### src/rtl/lsu_mem_stage_if.sv
// Memory-side bus of the load/store unit memory stage.
// The master (the LSU) issues one request and waits for one response.
// Signal suffixes are taken from the LSU's point of view.
interface lsu_mem_stage_if #(
  parameter int ADDR_W = 32
);
  logic              mem_req_valid_o;
  logic              mem_req_ready_i;
  logic [ADDR_W-1:0] mem_addr_o;
  logic              mem_we_o;
  logic [3:0]        mem_wstrb_o;
  logic [31:0]       mem_wdata_o;
  logic              mem_rsp_valid_i;
  logic [31:0]       mem_rdata_i;

  modport master (
    output mem_req_valid_o,
    output mem_addr_o,
    output mem_we_o,
    output mem_wstrb_o,
    output mem_wdata_o,
    input  mem_req_ready_i,
    input  mem_rsp_valid_i,
    input  mem_rdata_i
  );

  modport slave (
    input  mem_req_valid_o,
    input  mem_addr_o,
    input  mem_we_o,
    input  mem_wstrb_o,
    input  mem_wdata_o,
    output mem_req_ready_i,
    output mem_rsp_valid_i,
    output mem_rdata_i
  );
endinterface

### src/rtl/lsu_mem_stage.sv
// Load/store unit memory stage: accepts one LOAD/STORE at a time, issues a
// single word-aligned memory request, and returns an extended load result
// with fault flags.
// Optional feature macro: LSU_MISALIGN_EXC_EN. When defined, misaligned
// half/word accesses fault without touching memory; otherwise they are
// forced to natural alignment and proceed.
module lsu_mem_stage #(
  parameter int ADDR_W = 32
) (
  input  logic               clk_i,
  input  logic               reset_i,
  input  logic               req_valid_i,
  output logic               req_ready_o,
  input  logic               is_store_i,
  input  logic [2:0]         funct3_i,
  input  logic [ADDR_W-1:0]  addr_i,
  input  logic [31:0]        wdata_i,
  output logic               resp_valid_o,
  output logic [31:0]        rdata_o,
  output logic               misaligned_o,
  output logic               illegal_o,
  lsu_mem_stage_if.master    mem
);

  typedef enum logic [1:0] {
    S_IDLE,
    S_REQ,
    S_WAIT,
    S_RESP
  } state_t;

  state_t      state_q;
  logic        is_store_q;
  logic [2:0]  funct3_q;
  logic [1:0]  off_q;
  logic        illegal_q;
  logic        mis_q;

  logic [1:0]  size_d;
  logic [1:0]  off_d;
  logic        illegal_d;
  logic        mis_fault_d;
  logic [3:0]  wstrb_d;
  logic [31:0] wdata_d;

  // Select and extend the addressed lane of a returned memory word.
  function automatic logic [31:0] load_extract(input logic [2:0]  f3,
                                               input logic [1:0]  off,
                                               input logic [31:0] word);
    logic signed [7:0]  b;
    logic signed [15:0] h;
    logic [31:0]        r;
    b = word[{off, 3'b000} +: 8];
    h = off[1] ? word[31:16] : word[15:0];
    case (f3)
      3'b000:  r = 32'(b);
      3'b100:  r = {24'd0, b};
      3'b001:  r = 32'(h);
      3'b101:  r = {16'd0, h};
      default: r = word;
    endcase
    return r;
  endfunction

  // Decode the offered operation: legality, alignment, lane offset and write lanes.
  always_comb begin
    size_d    = funct3_i[1:0];
    illegal_d = is_store_i ? (funct3_i[2] | (funct3_i[1:0] == 2'b11))
                           : ((funct3_i[1:0] == 2'b11) | (funct3_i[2:1] == 2'b11));
`ifdef LSU_MISALIGN_EXC_EN
    // Misalignment only matters for legal operations; illegal ones fault first.
    mis_fault_d = ~illegal_d &
                  (((size_d == 2'b01) & addr_i[0]) |
                   ((size_d == 2'b10) & (addr_i[1:0] != 2'b00)));
`else
    mis_fault_d = 1'b0;
`endif
    // Natural alignment: halves drop bit 0, words use lane 0.
    case (size_d)
      2'b01:   off_d = {addr_i[1], 1'b0};
      2'b10:   off_d = 2'b00;
      default: off_d = addr_i[1:0];
    endcase
    wstrb_d = 4'b0000;
    wdata_d = 32'd0;
    if (is_store_i) begin
      case (size_d)
        2'b00: begin
          wstrb_d = 4'b0001 << off_d;
          wdata_d = {4{wdata_i[7:0]}};
        end
        2'b01: begin
          wstrb_d = 4'b0011 << off_d;
          wdata_d = {2{wdata_i[15:0]}};
        end
        default: begin
          wstrb_d = 4'b1111;
          wdata_d = wdata_i;
        end
      endcase
    end
  end

  // Operation FSM with registered handshake, memory and result outputs.
  always_ff @(posedge clk_i) begin
    if (reset_i) begin
      state_q              <= S_IDLE;
      req_ready_o          <= 1'b1;
      resp_valid_o         <= 1'b0;
      rdata_o              <= 32'd0;
      misaligned_o         <= 1'b0;
      illegal_o            <= 1'b0;
      mem.mem_req_valid_o  <= 1'b0;
      mem.mem_addr_o       <= '0;
      mem.mem_we_o         <= 1'b0;
      mem.mem_wstrb_o      <= 4'b0000;
      mem.mem_wdata_o      <= 32'd0;
      is_store_q           <= 1'b0;
      funct3_q             <= 3'd0;
      off_q                <= 2'd0;
      illegal_q            <= 1'b0;
      mis_q                <= 1'b0;
    end else begin
      case (state_q)
        S_IDLE: begin
          if (req_valid_i && req_ready_o) begin
            is_store_q   <= is_store_i;
            funct3_q     <= funct3_i;
            off_q        <= off_d;
            illegal_q    <= illegal_d;
            mis_q        <= mis_fault_d;
            req_ready_o  <= 1'b0;
            rdata_o      <= 32'd0;
            illegal_o    <= 1'b0;
            misaligned_o <= 1'b0;
            if (illegal_d || mis_fault_d) begin
              state_q <= S_RESP;
            end else begin
              state_q             <= S_REQ;
              mem.mem_req_valid_o <= 1'b1;
              mem.mem_addr_o      <= {addr_i[ADDR_W-1:2], 2'b00};
              mem.mem_we_o        <= is_store_i;
              mem.mem_wstrb_o     <= wstrb_d;
              mem.mem_wdata_o     <= wdata_d;
            end
          end
        end
        S_REQ: begin
          if (mem.mem_req_ready_i) begin
            mem.mem_req_valid_o <= 1'b0;
            state_q             <= S_WAIT;
          end
        end
        S_WAIT: begin
          // The result is formed as the response arrives, so RESP opens with the pulse.
          if (mem.mem_rsp_valid_i) begin
            resp_valid_o <= 1'b1;
            rdata_o      <= is_store_q ? 32'd0 : load_extract(funct3_q, off_q, mem.mem_rdata_i);
            state_q      <= S_RESP;
          end
        end
        S_RESP: begin
          // Faulting operations arrive here without a pulse and raise it one cycle later.
          if (!resp_valid_o) begin
            resp_valid_o <= 1'b1;
            illegal_o    <= illegal_q;
            misaligned_o <= mis_q;
            rdata_o      <= 32'd0;
          end else begin
            resp_valid_o <= 1'b0;
            req_ready_o  <= 1'b1;
            state_q      <= S_IDLE;
          end
        end
        default: state_q <= S_IDLE;
      endcase
    end
  end

endmodule

### src/flat_wrapper.sv
// flat-port wrapper written by rule: the top's interface ports become plain ports
module lsu_mem_stage_flat 
#(
  parameter int ADDR_W = 32
)
  (clk_i, reset_i, req_valid_i, req_ready_o, is_store_i, funct3_i, addr_i, wdata_i, resp_valid_o, rdata_o, misaligned_o, illegal_o, mem_mem_req_valid_o, mem_mem_addr_o, mem_mem_we_o, mem_mem_wstrb_o, mem_mem_wdata_o, mem_mem_req_ready_i, mem_mem_rsp_valid_i, mem_mem_rdata_i);
  lsu_mem_stage_if #(.ADDR_W(ADDR_W)) mem_i ();
  input  logic clk_i;
  input  logic reset_i;
  input  logic req_valid_i;
  output logic req_ready_o;
  input  logic is_store_i;
  input  logic [2:0] funct3_i;
  input  logic [ADDR_W-1:0] addr_i;
  input  logic [31:0] wdata_i;
  output logic resp_valid_o;
  output logic [31:0] rdata_o;
  output logic misaligned_o;
  output logic illegal_o;
  output wire logic [$bits(mem_i.mem_req_valid_o)-1:0] mem_mem_req_valid_o;
  output wire logic [$bits(mem_i.mem_addr_o)-1:0] mem_mem_addr_o;
  output wire logic [$bits(mem_i.mem_we_o)-1:0] mem_mem_we_o;
  output wire logic [$bits(mem_i.mem_wstrb_o)-1:0] mem_mem_wstrb_o;
  output wire logic [$bits(mem_i.mem_wdata_o)-1:0] mem_mem_wdata_o;
  input wire logic [$bits(mem_i.mem_req_ready_i)-1:0] mem_mem_req_ready_i;
  input wire logic [$bits(mem_i.mem_rsp_valid_i)-1:0] mem_mem_rsp_valid_i;
  input wire logic [$bits(mem_i.mem_rdata_i)-1:0] mem_mem_rdata_i;
  assign mem_mem_req_valid_o = mem_i.mem_req_valid_o;
  assign mem_mem_addr_o = mem_i.mem_addr_o;
  assign mem_mem_we_o = mem_i.mem_we_o;
  assign mem_mem_wstrb_o = mem_i.mem_wstrb_o;
  assign mem_mem_wdata_o = mem_i.mem_wdata_o;
  assign mem_i.mem_req_ready_i = mem_mem_req_ready_i;
  assign mem_i.mem_rsp_valid_i = mem_mem_rsp_valid_i;
  assign mem_i.mem_rdata_i = mem_mem_rdata_i;
  lsu_mem_stage #(.ADDR_W(ADDR_W)) u_core (.clk_i(clk_i), .reset_i(reset_i), .req_valid_i(req_valid_i), .req_ready_o(req_ready_o), .is_store_i(is_store_i), .funct3_i(funct3_i), .addr_i(addr_i), .wdata_i(wdata_i), .resp_valid_o(resp_valid_o), .rdata_o(rdata_o), .misaligned_o(misaligned_o), .illegal_o(illegal_o), .mem(mem_i));
endmodule
### config.mk
export PLATFORM = sky130hd
export DESIGN_NAME = lsu_mem_stage_flat
export DESIGN_NICKNAME = d
export VERILOG_FILES = /design/src/rtl/lsu_mem_stage_if.sv /design/src/rtl/lsu_mem_stage.sv /design/src/flat_wrapper.sv
export SDC_FILE = /design/constraint.sdc
export NUM_CORES = 1
export LEC_CHECK = 0
export CAP_MARGIN = 15
export CORE_MARGIN = 4
export CORE_UTILIZATION = 29
export DETAILED_ROUTE_END_ITERATION = 10
export MAX_ROUTING_LAYER = met4
export PLACE_DENSITY = 0.59
export SLEW_MARGIN = 40
export SYNTH_ARGS = -nofsm -noshare
export SYNTH_HDL_FRONTEND = slang
export SYNTH_SLANG_ARGS = --single-unit
### constraint.sdc
create_clock -name clk_i -period 4 [get_ports clk_i]
set_clock_uncertainty 0.15 [all_clocks]
set_input_delay 0.8 -clock clk_i [delete_from_list [all_inputs] [get_ports clk_i]]
set_output_delay 0.8 -clock clk_i [all_outputs]
set_load 0.1 [all_outputs]
Word-level counts from Yosys, hierarchy flattened. Cells that the tools add are included.

Input port bits: 105. Bits in registers: 113. Output and inout port bits: 106. Logic and storage cells: 86.

Shifts and indexed selects: 3. Eq/ne operators: 16. Bitwise operators: 3. Reductions and logical operators: 16. Multiplexer cells: 33.

Operator list (count): 32-bit 2-to-1 mux (5); 32-bit case mux with 4 select lines (1); 32-bit case mux with 3 select lines (1); 32-bit case mux with 2 select lines (1); 32-bit by 6-bit variable part select with 8-bit output (1); 16-bit 2-to-1 mux (1); 4-bit AND reduction (3); 2-bit equality test (second input constant) (5); 1-bit 2-to-1 mux (10); 2-bit 2-to-1 mux (5); 1-bit case mux with 2 select lines (5); 3-bit AND reduction (3); 2-bit inequality test (second input constant) (4); 2-bit case mux with 4 select lines (1); 4-bit case mux with 2 select lines (1); 3-bit equality test (second input constant) (2); 2-bit nonzero test (3); 2-bit by 1-bit equality test with 1-bit output (second input constant) (2); 2-bit logical NOT (2); 4-bit 2-to-1 mux (1); 2-bit by 1-bit inequality test with 1-bit output (second input constant) (2); 2-bit case mux with 2 select lines (1); 2-bit AND reduction (2); 1-bit by 2-bit left shift with 4-bit output (first input constant) (1); 7 further kinds (8).

Depth between registers and ports, before layout.
Depth in word-level cells: 6. Gate-level depth with buffers: 9. Depth with buffers taken out: 6.

Least setup slack after synthesis. Ideal clock, no wire load.

Kind: register to register. Start: reg u_core.req_ready_o. End: reg u_core.mem.mem_addr_o[2]. Buffers on the path: 2. Arrival: 2100 ps. Setup time: 132 ps. Required time: 3718 ps. Clock period less this slack: 2382 ps. Slack: 1618 ps. Stages on the path, launching flop included: 7. Cell sequence: dfxtp_1 nand3_2 or3_1 clkbuf_1 buf_2 nand2_1 a21oi_1.

Cells in the longest elaborated chain, start to end: 2.

RTL lines: start: declaration (RTL line lsu_mem_stage.sv:13) `output logic req_ready_o,`; start signal: assignment (RTL line lsu_mem_stage.sv:108) `req_ready_o <= 1'b1;`; start signal: assignment (RTL line lsu_mem_stage.sv:132) `req_ready_o <= 1'b0;`; start signal: assignment (RTL line lsu_mem_stage.sv:171) `req_ready_o <= 1'b1;`; 1-bit logical AND (RTL line lsu_mem_stage.sv:126) `if (req_valid_i && req_ready_o) begin`; 3-bit AND reduction (no line); end signal: assignment (RTL line lsu_mem_stage.sv:141) `mem.mem_addr_o <= {addr_i[ADDR_W-1:2], 2'b00};`; end: declaration (RTL line lsu_mem_stage_if.sv:18) `output mem_addr_o,`.

No other way between the ends. A chain may end at the register's enable or synchronous reset.

Worst setup path after layout.
Start: in funct3_i[1]. End: reg u_core.mem.mem_wdata_o[11].

Cells in the longest elaborated chain, start to end: 5. Elaborated cells between the ends (all ways): 11. Classes of those cells: eq/ne: 3; mux: 3; bitwise: 3; reduce/logical: 2.

RTL lines: start: declaration (RTL line flat_wrapper.sv:13) `input logic [2:0] funct3_i;`; 2-bit equality test, on equally long branches (RTL line lsu_mem_stage.sv:68, lsu_mem_stage.sv:69); 1-bit OR, on equally long branches (RTL line lsu_mem_stage.sv:69, lsu_mem_stage.sv:68); 1-bit 2-to-1 mux (RTL line lsu_mem_stage.sv:68) `illegal_d = is_store_i ? (funct3_i[2] | (funct3_i[1:0] == 2'b11))`; 1-bit inverter (no line); 3-bit AND reduction (no line); end signal: assignment (RTL line lsu_mem_stage.sv:144) `mem.mem_wdata_o <= wdata_d;`; end: declaration (RTL line lsu_mem_stage_if.sv:21) `output mem_wdata_o,`.

Several ways; a longest one is shown, not always the timed one.

==> results.md <==
- Layout cell share with drive strength beyond 1: 18.29%
- Largest net degree at the start of global routing: 46
- Worst-skew pair later-pin latency: 0.35 ns
- Static leakage: 2.880 nW
- Global route overflow: 0
- Post-synth EDFFs: 0
- IO buf count: 207
- GP Congestion: 0.8291
- Routed vias/inst: 4.930
- Post-synth top cells: dfxtp_1 (112), nand2_1 (106), a21oi_1 (53)
- Crit path max fanout: 16
- Post-Place Worst Slack: 0.9435 ns
- Fillers: 1699
- Final setup margin: 1.338 ns
- Synth Instances: 572
- Vias in the first global route: 4857
- Startpoint types: input pin
- MaxCap Viol Count: 0
- Ys flop type: dfxtp_1
- Syn. warnings: 0
- # resized after CTS: 0
- Clock share of power: 27.7%
- H-tree depth: 3
- Sw Pwr: 1.481 mW
- Drt drc: 0
- CTS Hold Bufs: 0
- DP Wirelength: 12050 µm
- Crit-path max cell delay: 0.50 ns
- Core Area: 16580 µm²
- Fin nets: 867
- Die Span Y: 138.0 µm
- Drt pass-1 iters: 4
- Rows: 47
- CP Launch Point: funct3_i[1]
- # IOs: 211
- Overall routing resource usage: 16.74%
- Final hold viol count: 0
- Netlist Area Pre-Place: 4902 µm²
- RSZ-0062 raised after global routing: false
- Post-CTS Repair Setup Buffers: 0
- Post-synthesis sequential area ratio: 45.74%
- Critical-path cell list: clkdlybuf4s50_1 -> inv_1 -> ha_1 -> nor2_1 -> buf_4 -> o21ai_0 -> o2bb2ai_1
- CTS tree: done
- Power Dens Cells: 521.4 nW/µm²
- Logic pwr share: 36.7%
- Worst-Margin Slew: 0.6355 ns
- Area grow syn2layout: 40.79%
- Synth area leader: dfxtp_1
- Launch point of the worst reg-to-reg path: u_core.state_q[0]
- Required time worst endpoint: 4.08 ns
- VDD IR max: 0.2341 mV
- DR iter-0 viols: 231
- Die width: 138.0 µm
- Number of synthesized register bits: 112
- Net Sw Frac: 41.15%
- Slew Viols, Final: 0
- Initial Util: 29.56%
- Synth top area cells: dfxtp_1 (46%), nand2_1 (8.1%), a21oi_1 (5.4%)
- Synth top area share: 45.74%
- Hold Crit Start: u_core.mem.mem_addr_o[27]
- Final worst-path cycle share: 66.56%
- Synth unique cells: 49
- Synth Area per Inst: 8.570 µm²
- Arrival @ worst endpoint: 2.74 ns
- Drt wl/cell: 16.33 µm
- Setup crit end kind: register
- Max_slew headroom: 57.50%
- CTS buffer count: 9
- Power Total: 3.599 mW
- Routed wire length: 16020 µm
- Worst Setup Path Type: input pin to register
- Hold Crit Class: register to register
- Sequential Power Share: 35.6%
- Post-route minimum period: 2.663 ns
- # setup viols final: 0
- Die area: 19050 µm²
- Internal power: 2.118 mW
- Antenna-violating nets left: 0
- Vias: 4836
- Fin Setup TNS: 0 ns
- Critical Path Slowest Stage Cell: clkdlybuf4s50_1
- Asr flop ratio synth: 0%
- FF-to-FF setup slack: 1.58 ns
- Root Driver: clkbuf_16
- Initial antenna violation count: 1
- Longest Clk Path Bufs: 2
- FMAX: 375.6 MHz
- Clock Sinks: 112
- Worst-path clk slew: 0.08 ns
- First-pass GRT wire length: 25470 µm
- Top-count cell post-synth: dfxtp_1
- Status: completed
critical path: cells and delay by family:
kind / cells / cell delay [ns]
buffers and inverters: 3 / 0.85
adder cells (fa/ha/maj): 1 / 0.49
AND/OR/NAND/NOR: 1 / 0.13
AO/OA/AOI/OAI: 2 / 0.46
flip-flops by register name, summed over array words and instances, names as in the netlist:
signal and cells:
u_core.mem.mem_wdata_o 32, u_core.rdata_o 32, u_core.mem.mem_addr_o 30, u_core.mem.mem_wstrb_o 4
u_core.funct3_q 3, u_core.off_q 2, u_core.state_q 2, u_core.illegal_o 1
u_core.illegal_q 1, u_core.is_store_q 1, u_core.mem.mem_req_valid_o 1, u_core.mem.mem_we_o 1
u_core.req_ready_o 1, u_core.resp_valid_o 1
kinds of logic (layout without fill, tap and decap cells):
family / Yosys count / in the layout / synth area share (%)
AO/OA/AOI/OAI: 187 / 187 / 25.88
adder cells (fa/ha/maj): 7 / 7 / 1.787
buffers and inverters: 60 / 246 / 6.228
flip-flops: 112 / 112 / 45.74
multiplexers: 13 / 13 / 2.654
other: 1 / 4 / 0.07650
AND/OR/NAND/NOR: 192 / 192 / 17.64
cell usage in the layout (no fill, tap or decap), types with 9 or more instances in the layout:
master and count:
a21oi_1 53, a22o_1 26, buf_2 103, clkbuf_16 9, clkdlybuf4s50_1 103, dfxtp_1 112
inv_1 16, mux2i_1 13, nand2_1 106, nor2_1 41, o21ai_0 45, o2bb2ai_1 25
routing by layer:
layer,vias up,global-route usage (%),routed length (µm)
met2,185,26.77,7440
met4,0,3.796,149
met5,-,-,0
li1,2377,-,-
met3,8,5.732,1298
met1,2266,20.53,7136
final timing paths:
| check | end | cells after the start |
|---|---|---|
| setup reg to reg | u_core.mem.mem_addr_o[31] | 6 |
| hold reg to reg | u_core.mem.mem_addr_o[27] | 2 |
| setup / recovery | u_core.mem.mem_wdata_o[11] | 7 |
| hold / removal | u_core.mem.mem_addr_o[27] | 2 |
through the flow:
step / hold slack (ns) / util, % / area [µm²] / std cells
6_report: 0.3032 / 41.62 / 6902 / 981
5_1_grt: 0.3228 / 41.62 / 6902 / 981
4_1_cts: 0.3067 / 41.59 / 6897 / 980
3_5_place_dp: 0.2896 / 39.62 / 6570 / 964
3_3_place_gp: 0.2873 / 42.63 / 7069 / 963
2_1_floorplan: 0.2864 / - / 4910 / 574
power by group through the flow:
stage,clock network (mW),registers [mW],logic (mW)
2_1_floorplan,0,1.81,0.530
3_3_place_gp,0,1.31,1.36
3_5_place_dp,0,1.31,1.33
4_1_cts,1.03,1.28,1.33
5_1_grt,1.07,1.29,1.41
6_report,0.997,1.28,1.32
layout make-up:
class	count	area [µm²]	area share [%]
Clock inverter	7	101.3	1.468
Timing Repair Buffer	214	1614	23.39
Antenna cell	1	2.502	0.03626
Multi-Input combinational cell	402	2381	34.50
Tap cell	220	275.3	3.988
Clock buffer	9	225.2	3.263
Inverter	16	60.06	0.8702
Sequential cell	112	2242	32.49
Power figures use the tool's default switching activity.
